[src/rtl/bcd_display_scanner.sv]
// rtl/bcd_display_scanner.sv - time-multiplexed 7-segment scanner for packed BCD digits
// Inputs are snapshotted at each frame wrap so a digit never tears mid-scan.
module bcd_display_scanner #(
   parameter int NUM_DIGITS = 4,
   parameter int SCAN_DIV   = 4
) (
   input  logic                      clk,
   input  logic                      rst_n,
   input  logic [4*NUM_DIGITS-1:0]   digits_in,
   input  logic [NUM_DIGITS-1:0]     dp_in,
   input  logic                      lzb,
   input  logic                      blank,
   output logic [NUM_DIGITS-1:0]     an,
   output logic [6:0]                seg,
   output logic                      dp,
   output logic                      frame_done
);

   localparam int IW = (NUM_DIGITS > 1) ? $clog2(NUM_DIGITS) : 1;
   localparam int PW = (SCAN_DIV > 1) ? $clog2(SCAN_DIV) : 1;
   localparam logic [IW-1:0] LAST_IDX = IW'(NUM_DIGITS - 1);
   localparam logic [PW-1:0] LAST_PRE = PW'(SCAN_DIV - 1);

   logic [PW-1:0]             pre_q, pre_d;
   logic [IW-1:0]             idx_q, idx_d;
   logic [4*NUM_DIGITS-1:0]   shadow_q, shadow_d;
   logic [NUM_DIGITS-1:0]     sdp_q, sdp_d;
   logic [NUM_DIGITS-1:0]     an_d;
   logic [6:0]                seg_d;
   logic                      dp_d;
   logic                      fd_d;
   logic                      tc;
   logic                      wrap;
   logic [3:0]                cur;
   logic                      cur_dp;
   logic                      nonzero_above;
   logic                      blanked;

   function automatic logic [6:0] decode(input logic [3:0] v);
      case (v)
         4'd0:    decode = 7'b0111111;
         4'd1:    decode = 7'b0000110;
         4'd2:    decode = 7'b1011011;
         4'd3:    decode = 7'b1001111;
         4'd4:    decode = 7'b1100110;
         4'd5:    decode = 7'b1101101;
         4'd6:    decode = 7'b1111101;
         4'd7:    decode = 7'b0000111;
         4'd8:    decode = 7'b1111111;
         4'd9:    decode = 7'b1101111;
         default: decode = 7'b1000000;
      endcase
   endfunction

   always_comb begin
      tc       = (pre_q == LAST_PRE);
      wrap     = tc && (idx_q == LAST_IDX);
      pre_d    = tc ? '0 : pre_q + PW'(1);
      idx_d    = idx_q;
      if (tc) begin
         idx_d = wrap ? '0 : idx_q + IW'(1);
      end
      shadow_d = wrap ? digits_in : shadow_q;
      sdp_d    = wrap ? dp_in : sdp_q;
      fd_d     = wrap;

      // Outputs follow next-state idx/shadow so they switch on the same edge as idx.
      cur           = '0;
      cur_dp        = 1'b0;
      nonzero_above = 1'b0;
      an_d          = '0;
      for (int k = 0; k < NUM_DIGITS; k++) begin
         if (int'(idx_d) == k) begin
            cur     = shadow_d[4*k +: 4];
            cur_dp  = sdp_d[k];
            an_d[k] = 1'b1;
         end
         if (k >= int'(idx_d) && shadow_d[4*k +: 4] != 4'd0) begin
            nonzero_above = 1'b1;
         end
      end
      blanked = lzb && (idx_d != '0) && !nonzero_above;

      seg_d = blanked ? 7'b0000000 : decode(cur);
      dp_d  = cur_dp;
      if (blank) begin
         an_d  = '0;
         seg_d = '0;
         dp_d  = 1'b0;
      end
   end

   always_ff @(posedge clk or negedge rst_n) begin
      if (!rst_n) begin
         pre_q      <= '0;
         idx_q      <= '0;
         shadow_q   <= '0;
         sdp_q      <= '0;
         an         <= '0;
         seg        <= '0;
         dp         <= 1'b0;
         frame_done <= 1'b0;
      end else begin
         pre_q      <= pre_d;
         idx_q      <= idx_d;
         shadow_q   <= shadow_d;
         sdp_q      <= sdp_d;
         an         <= an_d;
         seg        <= seg_d;
         dp         <= dp_d;
         frame_done <= fd_d;
      end
   end

endmodule

[config.mk]
export PLATFORM = sky130hd
export DESIGN_NAME = bcd_display_scanner
export DESIGN_NICKNAME = d
export VERILOG_FILES = /design/src/rtl/bcd_display_scanner.sv
export SDC_FILE = /design/constraint.sdc
export NUM_CORES = 1
export LEC_CHECK = 0
export ABC_AREA = 1
export CAP_MARGIN = 20
export CORE_MARGIN = 4
export CORE_UTILIZATION = 51
export DETAILED_ROUTE_END_ITERATION = 7
export GPL_TIMING_DRIVEN = 0
export PLACE_DENSITY = 0.79
export SYNTH_ARGS = -nofsm -noshare
export SYNTH_HDL_FRONTEND = slang
export SYNTH_SLANG_ARGS = --single-unit
[constraint.sdc]
create_clock -name clk -period 2.8 [get_ports clk]
set_clock_uncertainty 0.2 [all_clocks]
set_input_delay 0.56 -clock clk [delete_from_list [all_inputs] [get_ports clk]]
set_output_delay 0.56 -clock clk [all_outputs]
set_load 0.1 [all_outputs]
==> results of run 1 <==
## cell type report
class	instances	share of cell area, %
inverter	44	6.71
buffer	7	2.39
timing repair buffer	37	14.7
sequential	37	37.6
tap	48	2.44
multi-input combinational	167	32.6
clock buffer	7	3.51
## through the flow
step	worst slack, ps	std cells
floorplan	469	255
global placement	161	339
detailed placement	175	339
CTS	159	346
global route	-8.96	347
finish	237	347
## kinds of logic (layout without fill, tap and decap cells)
kind of cell,after synthesis,after routing,synth area share (%)
and+or+nand+nor,156,156,35.3
AOI/OAI and AO/OA,4,4,1.22
buffers and inverters,51,95,11.4
DFF,37,37,47.6
adders and majority gates,7,7,4.50
## cells in the final DEF, fill, tap and decap left out, drive strengths merged
cell type / n
inv: 44
nor2: 34
dfrtp: 37
ha: 7
buf: 9
nor3: 1
clkdlybuf4s50: 35
o221ai: 1
nand2: 85
o21ai: 3
or2: 1
nand3: 32
nand4: 3
clkbuf: 7
## where the power goes
group	switching (W)	total (W)	internal [W]	leakage, nW
clock	0.000167	0.000362	0.000195	0.0443
combinational	0.000125	0.000190	0.0000648	0.846
sequential	0.00000574	0.000563	0.000557	0.455
## worst register-to-register path, stage by stage, from the launching register on
cell	delay, ps
dfrtp_1	410
ha_1	200
buf_2	160
nand2_2	130
buf_6	170
nand3_4	140
nor2_2	150
nand2_1	60
nand4_1	210
inv_2	80
ha_1	290
nor2_1	140
nor2_1	60
nor2_1	100
## metal layers
| metal | GRT usage [%] | part of all wire, % | vias to the layer above |
|---|---|---|---|
| met4 | 8.09 | 1.4 | 0 |
| met5 | 0 | 0 | - |
| met2 | 28.2 | 49 | 30 |
| met3 | 4.93 | 4.4 | 5 |
| met1 | 22.1 | 45 | 782 |
| li1 | - | - | 856 |
## flip-flops by register name, indices dropped and copies added, names as in the netlist
name,flops
shadow_q,16
seg,7
frame_done,1
pre_q,2
idx_q,2
dp,1
an,4
sdp_q,4
## repair_timing
item                                    in CTS  in global routing
resized for setup                            0                  5
endpoints found under the setup margin       0                  3
setup buffers                                0                  1
## Yosys cell counts
| master | count |
|---|---|
| nor2_2 | 1 |
| o21ai_1 | 1 |
| ha_1 | 7 |
| dfrtp_1 | 37 |
| buf_4 | 1 |
| or2_2 | 1 |
| nand2_1 | 81 |
| nand3_4 | 1 |
| inv_1 | 41 |
| o21ai_0 | 2 |
| inv_2 | 3 |
| nand4_1 | 3 |
| nor2_4 | 2 |
| o221ai_1 | 1 |
| nand3_1 | 29 |
| nor2_1 | 31 |
| nand3_2 | 2 |
| buf_2 | 3 |
| nand2_2 | 4 |
| nor3_1 | 1 |
| buf_6 | 3 |
## worst min-delay path by stage
stage	end	cells past startpoint	slack [ps]
after global placement	pre_q[0]	1	220
after floorplan	an[0]	0	60
after global routing	shadow_q[14]	1	220
after CTS	pre_q[0]	1	190
after detailed placement	pre_q[0]	1	230
final	shadow_q[14]	1	160
==> impl_metrics.tcl, run 1 <==
set metrics [dict create \
    status "completed" \
    hold_path.class "input pin to asynchronous set/reset pin" \
    netlist_area_mm2 0.00195 \
    period_share_pct 91.6 \
    cp-endpoint "seg[3]" \
    grt_pass1_wl_um 6890 \
    die_h_um 69.8 \
    synthDistinctLibCells 21 \
    clk_path_buf_depth 2 \
    syn_nets 286 \
    cp_cell_sequence "ha_1, buf_2, nand2_2, buf_6, nand3_4, nor2_2, nand2_1, nand4_1, inv_2, ha_1, nor2_1, nor2_1, nor2_1" \
    worst_pin_slew_ps 972 \
    crit_required_ps 2810 \
    area_growth_pct 26.6 \
    antenna_found_initial 0 \
    routedWlPerCell_um 11.4 \
    ant_nets 0 \
    die_area_mm2 0.00487 \
    hold_violations 0 \
    ctsHoldBuffers 0 \
    fillers 321 \
    syn_inst 255 \
    drt_iter0_drc 68 \
    post-synth-top-area-cell "dfrtp_1" \
    portBuffers 36 \
    worstReg2RegStart "idx_q[0]" \
    multi_input_area_um2 803 \
    clk_latency_ps 280 \
    powerDensity_mw_per_mm2 453 \
    leakage_nw 1.35 \
    grt_use_total_pct 17.7 \
    crit_buf_inv 3 \
    root_buffer "clkbuf_8" \
    fin_area_mm2 0.00246 \
    r2r_end "seg[3]" \
    synth.area.top_cells "dfrtp_1, nand2_1, inv_1" \
    grt_max_degree 38 \
    arrival_ps 2580 \
    first_pass_iters 4 \
    detail_route.vias_per_cell 4.82 \
    dp_hpwl_um 2990 \
    cp-start-kind "flip-flop" \
    cp_slowest_cell "dfrtp_1" \
    fmax_mhz 390 \
    rrSetupSlack_ps 240 \
    drive_gt1_share_pct 10.7 \
    clock_sinks 37 \
    maxCapViolations 0 \
    yosysWarningCount 0 \
    setup_viol 0 \
    fp-row-count 22 \
    place_area_mm2 0.00236 \
    hold_ws_ps 161 \
    ioPinCount 37 \
    ys_seq_elements 37 \
    overflow 0 \
    avgSynthCellArea_um2 7.63 \
    grt_pass1_vias 1592 \
    critPathMaxFanout 10 \
    clkTransAtPathRegs_ps 70 \
    ff_latch_area_um2 926 \
    drc 0 \
    r2r_cells 13 \
    worst-path-stages 13 \
    cp-startpoint "idx_q[0]" \
    drv_slew 0 \
    htree_levels 2 \
    cp_common_cell "nor2_1" \
    synth_top_area_share_pct 47.6 \
    ys_seq_area_share_pct 47.6 \
    fin_util_pct 67.3 \
    nets 330 \
    vias 1673 \
    wl_um 3940 \
    antenna-diode-count 0 \
    total_power_w 0.00112 \
    cts_tree "yes" \
    ir_drop_mv 0.252 \
    cts_buffers 5 \
    die_w_um 69.8 \
    max_stage_delay_ps 410 \
    slew_headroom_pct 35.0 \
    design.core.area_mm2 0.00366 \
    worst_setup_path_end_kind "flip-flop" \
    cpLargestDelayFamily "simple AND/OR/NAND/NOR gates" \
    fin_crit_ps 2560 \
    tns_ps 0 \
    initial_core_util_pct 53.1 \
    crit_type "flip-flop to flip-flop" \
    gp_congestion 0.840 \
]
Note: power is estimated with default switching activity, not from simulation.
==> run 2: changes to the inputs <==
--- a/config.mk
+++ b/config.mk
@@ -8,10 +8,9 @@
 export ABC_AREA = 1
 export CAP_MARGIN = 20
 export CORE_MARGIN = 4
-export CORE_UTILIZATION = 51
+export CORE_UTILIZATION = 30
 export DETAILED_ROUTE_END_ITERATION = 7
 export GPL_TIMING_DRIVEN = 0
-export PLACE_DENSITY = 0.79
 export SYNTH_ARGS = -nofsm -noshare
 export SYNTH_HDL_FRONTEND = slang
 export SYNTH_SLANG_ARGS = --single-unit
==> constraint.sdc (replaced) <==
create_clock -name clk -period 2.6 [get_ports clk]
set_clock_uncertainty 0.2 [all_clocks]
set_input_delay 0.52 -clock clk [delete_from_list [all_inputs] [get_ports clk]]
set_output_delay 0.52 -clock clk [all_outputs]
set_load 0.1 [all_outputs]
==> impl_metrics.tcl, run 2 (same netlist as run 1, synthesis figures left out) <==
set metrics [dict create \
    clk_latency_ps 290 \
    top_register "shadow_q" \
    cts_buffers 5 \
    design.core.area_mm2 0.00631 \
    worst_setup_path_end_kind "output port" \
    clock_sinks 37 \
    crit_required_ps 1880 \
    initial_core_util_pct 30.8 \
    hold_path.class "input pin to asynchronous set/reset pin" \
    gp_congestion 0.806 \
    hold_violations 0 \
    maxCapViolations 0 \
    die_area_mm2 0.00784 \
    fp-row-count 29 \
    clkTransAtPathRegs_ps 80 \
    slew_headroom_pct 35.0 \
    status "completed" \
    overflow 0 \
    die_w_um 88.5 \
    ir_drop_mv 0.234 \
    cpLargestDelayFamily "buffers and inverters" \
    routedWlPerCell_um 11.6 \
    grt_pass1_wl_um 7450 \
    layout_common_cells "nand2_1, inv_1, dfrtp_1" \
    worst-path-stages 1 \
    period_share_pct 95.4 \
    cts_tree "yes" \
    area_growth_pct 35.1 \
    cp-start-kind "flip-flop" \
    dp.cells 368 \
    grt_max_degree 38 \
    cp_cell_sequence "clkdlybuf4s50_1" \
    drt_iter0_drc 80 \
    hold_ws_ps 121 \
    leakage_nw 1.41 \
    r2r_cells 12 \
    detail_route.vias_per_cell 4.44 \
    crit_buf_inv 1 \
    first_pass_iters 4 \
    ctsHoldBuffers 0 \
    fin_crit_ps 2480 \
    max_stage_delay_ps 1130 \
    fmax_mhz 403 \
    drv_slew 0 \
    portBuffers 36 \
    wl_um 4450 \
    setup_viol 0 \
    dp_hpwl_um 3230 \
    ant_nets 0 \
    drc 0 \
    largest_register_ffs 16 \
    crit_type "flip-flop to output port" \
    clk_path_buf_depth 2 \
    worst_pin_slew_ps 973 \
    arrival_ps 1760 \
    ioPinCount 37 \
    top_regs "shadow_q (16), seg (7)" \
    fin_util_pct 41.6 \
    cp_slowest_cell "clkdlybuf4s50_1" \
    layout_commonest_cell "nand2_1" \
    vias 1697 \
    root_buffer "clkbuf_8" \
    final_cells 382 \
    rsz0062_at_grt "no" \
    critPathMaxFanout 1 \
    grt_pass1_vias 1659 \
    htree_levels 2 \
    drive_gt1_share_pct 14.4 \
    antenna-diode-count 0 \
    grt_use_total_pct 12.3 \
    total_power_w 0.00133 \
    powerDensity_mw_per_mm2 506 \
    nets 335 \
    antenna_found_initial 0 \
    die_h_um 88.5 \
]
run 2: cell count changes in the layout (fill, tap and decap cells not counted), moves of 2 or more:
cell / previous run / this run
buf_4: 3 / 7
buf_2: 3 / 1
ha_1: 7 / 5
ha_2: 0 / 2
nor2_4: 2 / 4
run 2: metal layers:
layer	track usage (%)	part of all wire, %	routed length (µm)
met3	2.98	4.3	190
met2	20.1	49	2170
met5	0	0	0
met1	16.3	46	2060
met4	3.30	0.65	29
run 2: stage by stage:
| step | setup slack (ps) | setup TNS [ps] | cell area [µm²] |
|---|---|---|---|
| 2_1_floorplan | 269 | 0 | 1950 |
| 3_3_place_gp | -67.3 | -1540 | 2400 |
| 3_5_place_dp | -86.3 | -105 | 2400 |
| 4_1_cts | 37.4 | 0 | 2540 |
| 5_1_grt | 3.85 | 0 | 2630 |
| 6_report | 119 | 0 | 2630 |
run 2: area by class of cell:
cell class | instances | area (µm²)
well taps | 77 | 96.3
multi-input cells | 167 | 832
inverters | 44 | 165
clock buffers | 6 | 82.6
fillers | 650 | 3680
plain buffers | 6 | 63.8
flip-flops and latches | 37 | 926
clock inverters | 2 | 37.5
repair buffers | 43 | 425
run 2: repair_timing:
item,CTS,global route
gates resized for setup,4,12
setup endpoints to repair,2,7
pin swaps,1,3
cloned,0,1
buffers inserted,1,5
run 2: where the power goes:
| part | leakage [nW] | switching, W | internal [W] |
|---|---|---|---|
| combinational | 0.897 | 0.000136 | 0.0000701 |
| sequential | 0.455 | 0.00000618 | 0.000600 |
| clock | 0.0574 | 0.000207 | 0.000312 |
| total | 1.41 | 0.000349 | 0.000982 |
run 2: final timing paths:
path,from,endpoint,slack [ps]
max,an[3],an[3],120
min,rst_n,an[2],120
max reg2reg,idx_q[0],seg[3],170
min reg2reg,pre_q[0],pre_q[0],230
max in group asynchronous,rst_n,idx_q[1],1550
min in group clk,pre_q[0],pre_q[0],230
==> RTL edit 1, RTL diff (settings of run 1) <==
Add an input register stage for `digits_in`, `dp_in`, `lzb` and `blank`, with the module's reset; this delays them by one clock.
--- a/src/rtl/bcd_display_scanner.sv
+++ b/src/rtl/bcd_display_scanner.sv
@@ -22,2 +22,21 @@
    localparam logic [PW-1:0] LAST_PRE = PW'(SCAN_DIV - 1);
+
+   logic [4*NUM_DIGITS-1:0] digits_q;
+   logic [NUM_DIGITS-1:0] dp_q;
+   logic lzb_q;
+   logic blank_q;
+
+   always_ff @(posedge clk or negedge rst_n) begin
+      if (!rst_n) begin
+         digits_q <= '0;
+         dp_q     <= '0;
+         lzb_q    <= '0;
+         blank_q  <= '0;
+      end else begin
+         digits_q <= digits_in;
+         dp_q     <= dp_in;
+         lzb_q    <= lzb;
+         blank_q  <= blank;
+      end
+   end
 
@@ -62,4 +81,4 @@
       end
-      shadow_d = wrap ? digits_in : shadow_q;
-      sdp_d    = wrap ? dp_in : sdp_q;
+      shadow_d = wrap ? digits_q : shadow_q;
+      sdp_d    = wrap ? dp_q : sdp_q;
       fd_d     = wrap;
@@ -81,3 +100,3 @@
       end
-      blanked = lzb && (idx_d != '0) && !nonzero_above;
+      blanked = lzb_q && (idx_d != '0) && !nonzero_above;
 
@@ -85,3 +104,3 @@
       dp_d  = cur_dp;
-      if (blank) begin
+      if (blank_q) begin
          an_d  = '0;
Check against the original RTL: not equivalent (Yosys sat finds a counterexample within 4 cycles, from zero or initial values and one cycle with rst_n low).
==> RTL edit 1 against run 1 <==
- sequential share of layout area rose by 7.8 points
- critical path depth down 12
- final area up 32%
- global-route usage grew 0.26 points
- largest power group unchanged
- via count grew 14%
- sequential cell count increased by 22
- synthesized area grew 33%
- combinational power rose by 6%
- total power is 67% higher
- wire length grew 23%
- worst setup slack got worse by 15 ps
- hold slack got worse by 150 ps
- largest cell class unchanged
==> RTL edit 1: results <==
group,metric,value,unit
outcome,status,"completed",
critical_path,cp_slowest_cell,"clkdlybuf4s50_1",
synthesis,synth_area_leaders,"dfrtp_1, nand2_1, inv_1",
synthesis,ys_seq_area_frac,0.5692,
power_and_ir_drop,ir_drop,0.4804,mV
route,drtIter0Drc,118,
global_routing,grt_usage,0.1792,
finish,drive_gt1_frac,0.1718,
route,wl_met3,281,µm
clocking,htreeDepth,3,
clocking,clk_latency,350,ps
place,place_hpwl,3.551,mm
place,placed_area,3053,µm²
timing,fin_ws,221.4,ps
critical_path,cp-startpoint,"an[0]$_DFF_PN0_",
power_and_ir_drop,leakage,0.001650,µW
clocking,cts_buffers,9,
route,num_vias,1905,
route,wl_met2,2.540,mm
critical_path,arrival,1820,ps
critical_path,timing.rr.start,"pre_q[0]$_DFF_PN0_",
power_and_ir_drop,switchingPower,491.9,µW
global_routing,grt_pass1_wl,8.328,mm
critical_path,r2r_cells,12,
critical_path,critPathTopFamily,"buffers and inverters",
finish,final_area,3253,µm²
critical_path,slowest_delay,1130,ps
synthesis,synth_common_cells,"nand2_1, dfrtp_1, inv_1",
synthesis,syn_nets,304,
synthesis,syn-mean-instance-area,9.501,µm²
route,post_drt_wl_per_cell,12.31,µm
place,place_ws,288.9,ps
place,gp_congestion,0.8108,
timing,worst_slew_pin_slew,977.1,ps
finish,reg_top3,"digits_q x16, shadow_q x16, seg x7",
critical_path,crit_end,"an[0]",
critical_path,path_max_fanout,1,
-- RTL edit 1: cell types whose count changed after synthesis, moves of 4 or more --
cell     before  now
nand3_2       2    9
inv_1        41   36
nand3_1      29   23
nor2_1       31   26
nand2_1      81   73
nor2_2        1    5
nand2_4       0    4
dfrtp_1      37   59
-- RTL edit 1: cells by family after synthesis --
group                      synth area share
and+or+nand+nor                      0.2889
DFF                                  0.5692
buffers and inverters               0.08828
AOI/OAI and AO/OA                   0.01978
adders and majority gates           0.03377
-- RTL edit 1: layout make-up --
class / count / area (µm²)
fillers: 410 / 1564
flip-flops and latches: 59 / 1476
multi-input cells: 169 / 888.4
repair buffers: 37 / 375.4
inverters: 38 / 142.6
clock buffers: 9 / 123.9
plain buffers: 7 / 86.33
well taps: 67 / 83.83
clock inverters: 7 / 76.32
-- RTL edit 1: how the worst min path moves through the flow --
| stage | startpoint | end | slack, ps | cells after the start |
|---|---|---|---|---|
| final | rst_n | digits_q[1]$_DFF_PN0_ | 10 | 1 |
| after CTS | rst_n | digits_q[6]$_DFF_PN0_ | 20 | 1 |
| after global routing | rst_n | digits_q[6]$_DFF_PN0_ | 40 | 1 |
| after detailed placement | pre_q[0]$_DFF_PN0_ | pre_q[0]$_DFF_PN0_ | 220 | 1 |
| after floorplan | rst_n | an[0]$_DFF_PN0_ | 60 | 0 |
| after global placement | pre_q[0]$_DFF_PN0_ | pre_q[0]$_DFF_PN0_ | 210 | 1 |
-- RTL edit 1: power groups by stage --
stage	clock, µW	combinational, µW	sequential (µW)
floorplan	0	57.5	980
global placement	0	196	919
detailed placement	0	203	920
CTS	782	204	904
global route	836	220	907
finish	761	202	904
-- RTL edit 1: routing by layer --
metal  GRT usage  up-vias
met3     0.08277        6
met1      0.2007      913
met2      0.2929       48
met4     0.07732        0
li1            -      938
met5           0        -
==> RTL edit 2, RTL diff (settings of run 1) <==
Without the edit above. The parameter `SCAN_DIV` goes from 4 to 16.
--- a/src/rtl/bcd_display_scanner.sv
+++ b/src/rtl/bcd_display_scanner.sv
@@ -4,3 +4,3 @@
    parameter int NUM_DIGITS = 4,
-   parameter int SCAN_DIV   = 4
+   parameter int SCAN_DIV   = 16
 ) (
Function: changed (Yosys sat finds a counterexample within 10 cycles, from zero or initial values and one cycle with rst_n low).
==> RTL edit 2 against run 1 <==
- worst setup slack better by 17 ps
- sequential cell count up 2
- final area is 6.3% higher
- wire length up 1.8%
- first-iteration DRC count is 110% higher
- highest routed layer unchanged
- synthesized area rose by 8.4%
- total power down 7.8%
- non-clock buffer count is 3 lower
- via count is 1.6% higher
==> RTL edit 2: results <==
group,metric,value,unit
outcome,status,"completed",
synthesis,synth_common_cells,"nand2_1, dfrtp_1, inv_1",
global_routing,grt_pass1_wl,7.017,mm
finish,multi_input_area_share,0.3595,
route,wl_met3,230,µm
finish,fillers,342,
place,placed_area,2526,µm²
finish,bufAreaShareNonClock,0.1511,
synthesis,synth_compound_area_frac,0.02374,
finish,buffers,41,
global_routing,grt_max_degree,40,
synthesis,synth_seq_cells,39,
route,drt_wl_total,4.011,mm
power_and_ir_drop,ir_drop,0.3065,mV
finish,drive_gt1_frac,0.1629,
synthesis,syn_nets,294,
synthesis,synthAdderAreaFrac,0.04154,
place,dp_cells,349,
synthesis,synth-xor-area-share,0.004154,
finish,clock_area_frac,0.03107,
global_routing,use_met3,0.04294,
finish,nNetsFinal,337,
global_routing,grt_usage,0.1743,
global_routing,met1_usage,0.2129,
place,place_hpwl,2.969,mm
critical_path,arrival,2520,ps
finish,inverters,43,
synthesis,syn-mean-instance-area,8.016,µm²
global_routing,met2_usage,0.3013,
timing,relSlewSlack,0.3528,
synthesis,synth_area_leaders,"dfrtp_1, nand2_1, inv_1",
-- RTL edit 2: cell count changes after synthesis, moves of 2 or more --
cell,run 1,this run
nand3_1,29,18
nor2_1,31,25
nor2_2,1,7
inv_1,41,37
nand2_4,0,4
nand2_1,81,84
nor2_4,2,5
o21ai_0,2,5
dfrtp_1,37,39
inv_2,3,5
nand2_2,4,6
-- RTL edit 2: path summary, 6_finish.rpt --
path | slack (ps) | to
setup reg to reg | 250 | seg[2]$_DFF_PN0_
hold / removal | 170 | shadow_q[4]$_DFF_PN0_
hold reg to reg | 280 | shadow_q[2]$_DFF_PN0_
max in group asynchronous | 1700 | sdp_q[0]$_DFF_PN0_
setup / recovery | 250 | seg[2]$_DFF_PN0_
min in group clk | 280 | shadow_q[2]$_DFF_PN0_
-- RTL edit 2: power by group --
| part | switching, µW | total (µW) | internal [µW] |
|---|---|---|---|
| Combinational | 57.4 | 95.2 | 37.8 |
| Clock | 190 | 365 | 175 |
| Sequential | 0.948 | 568 | 567 |
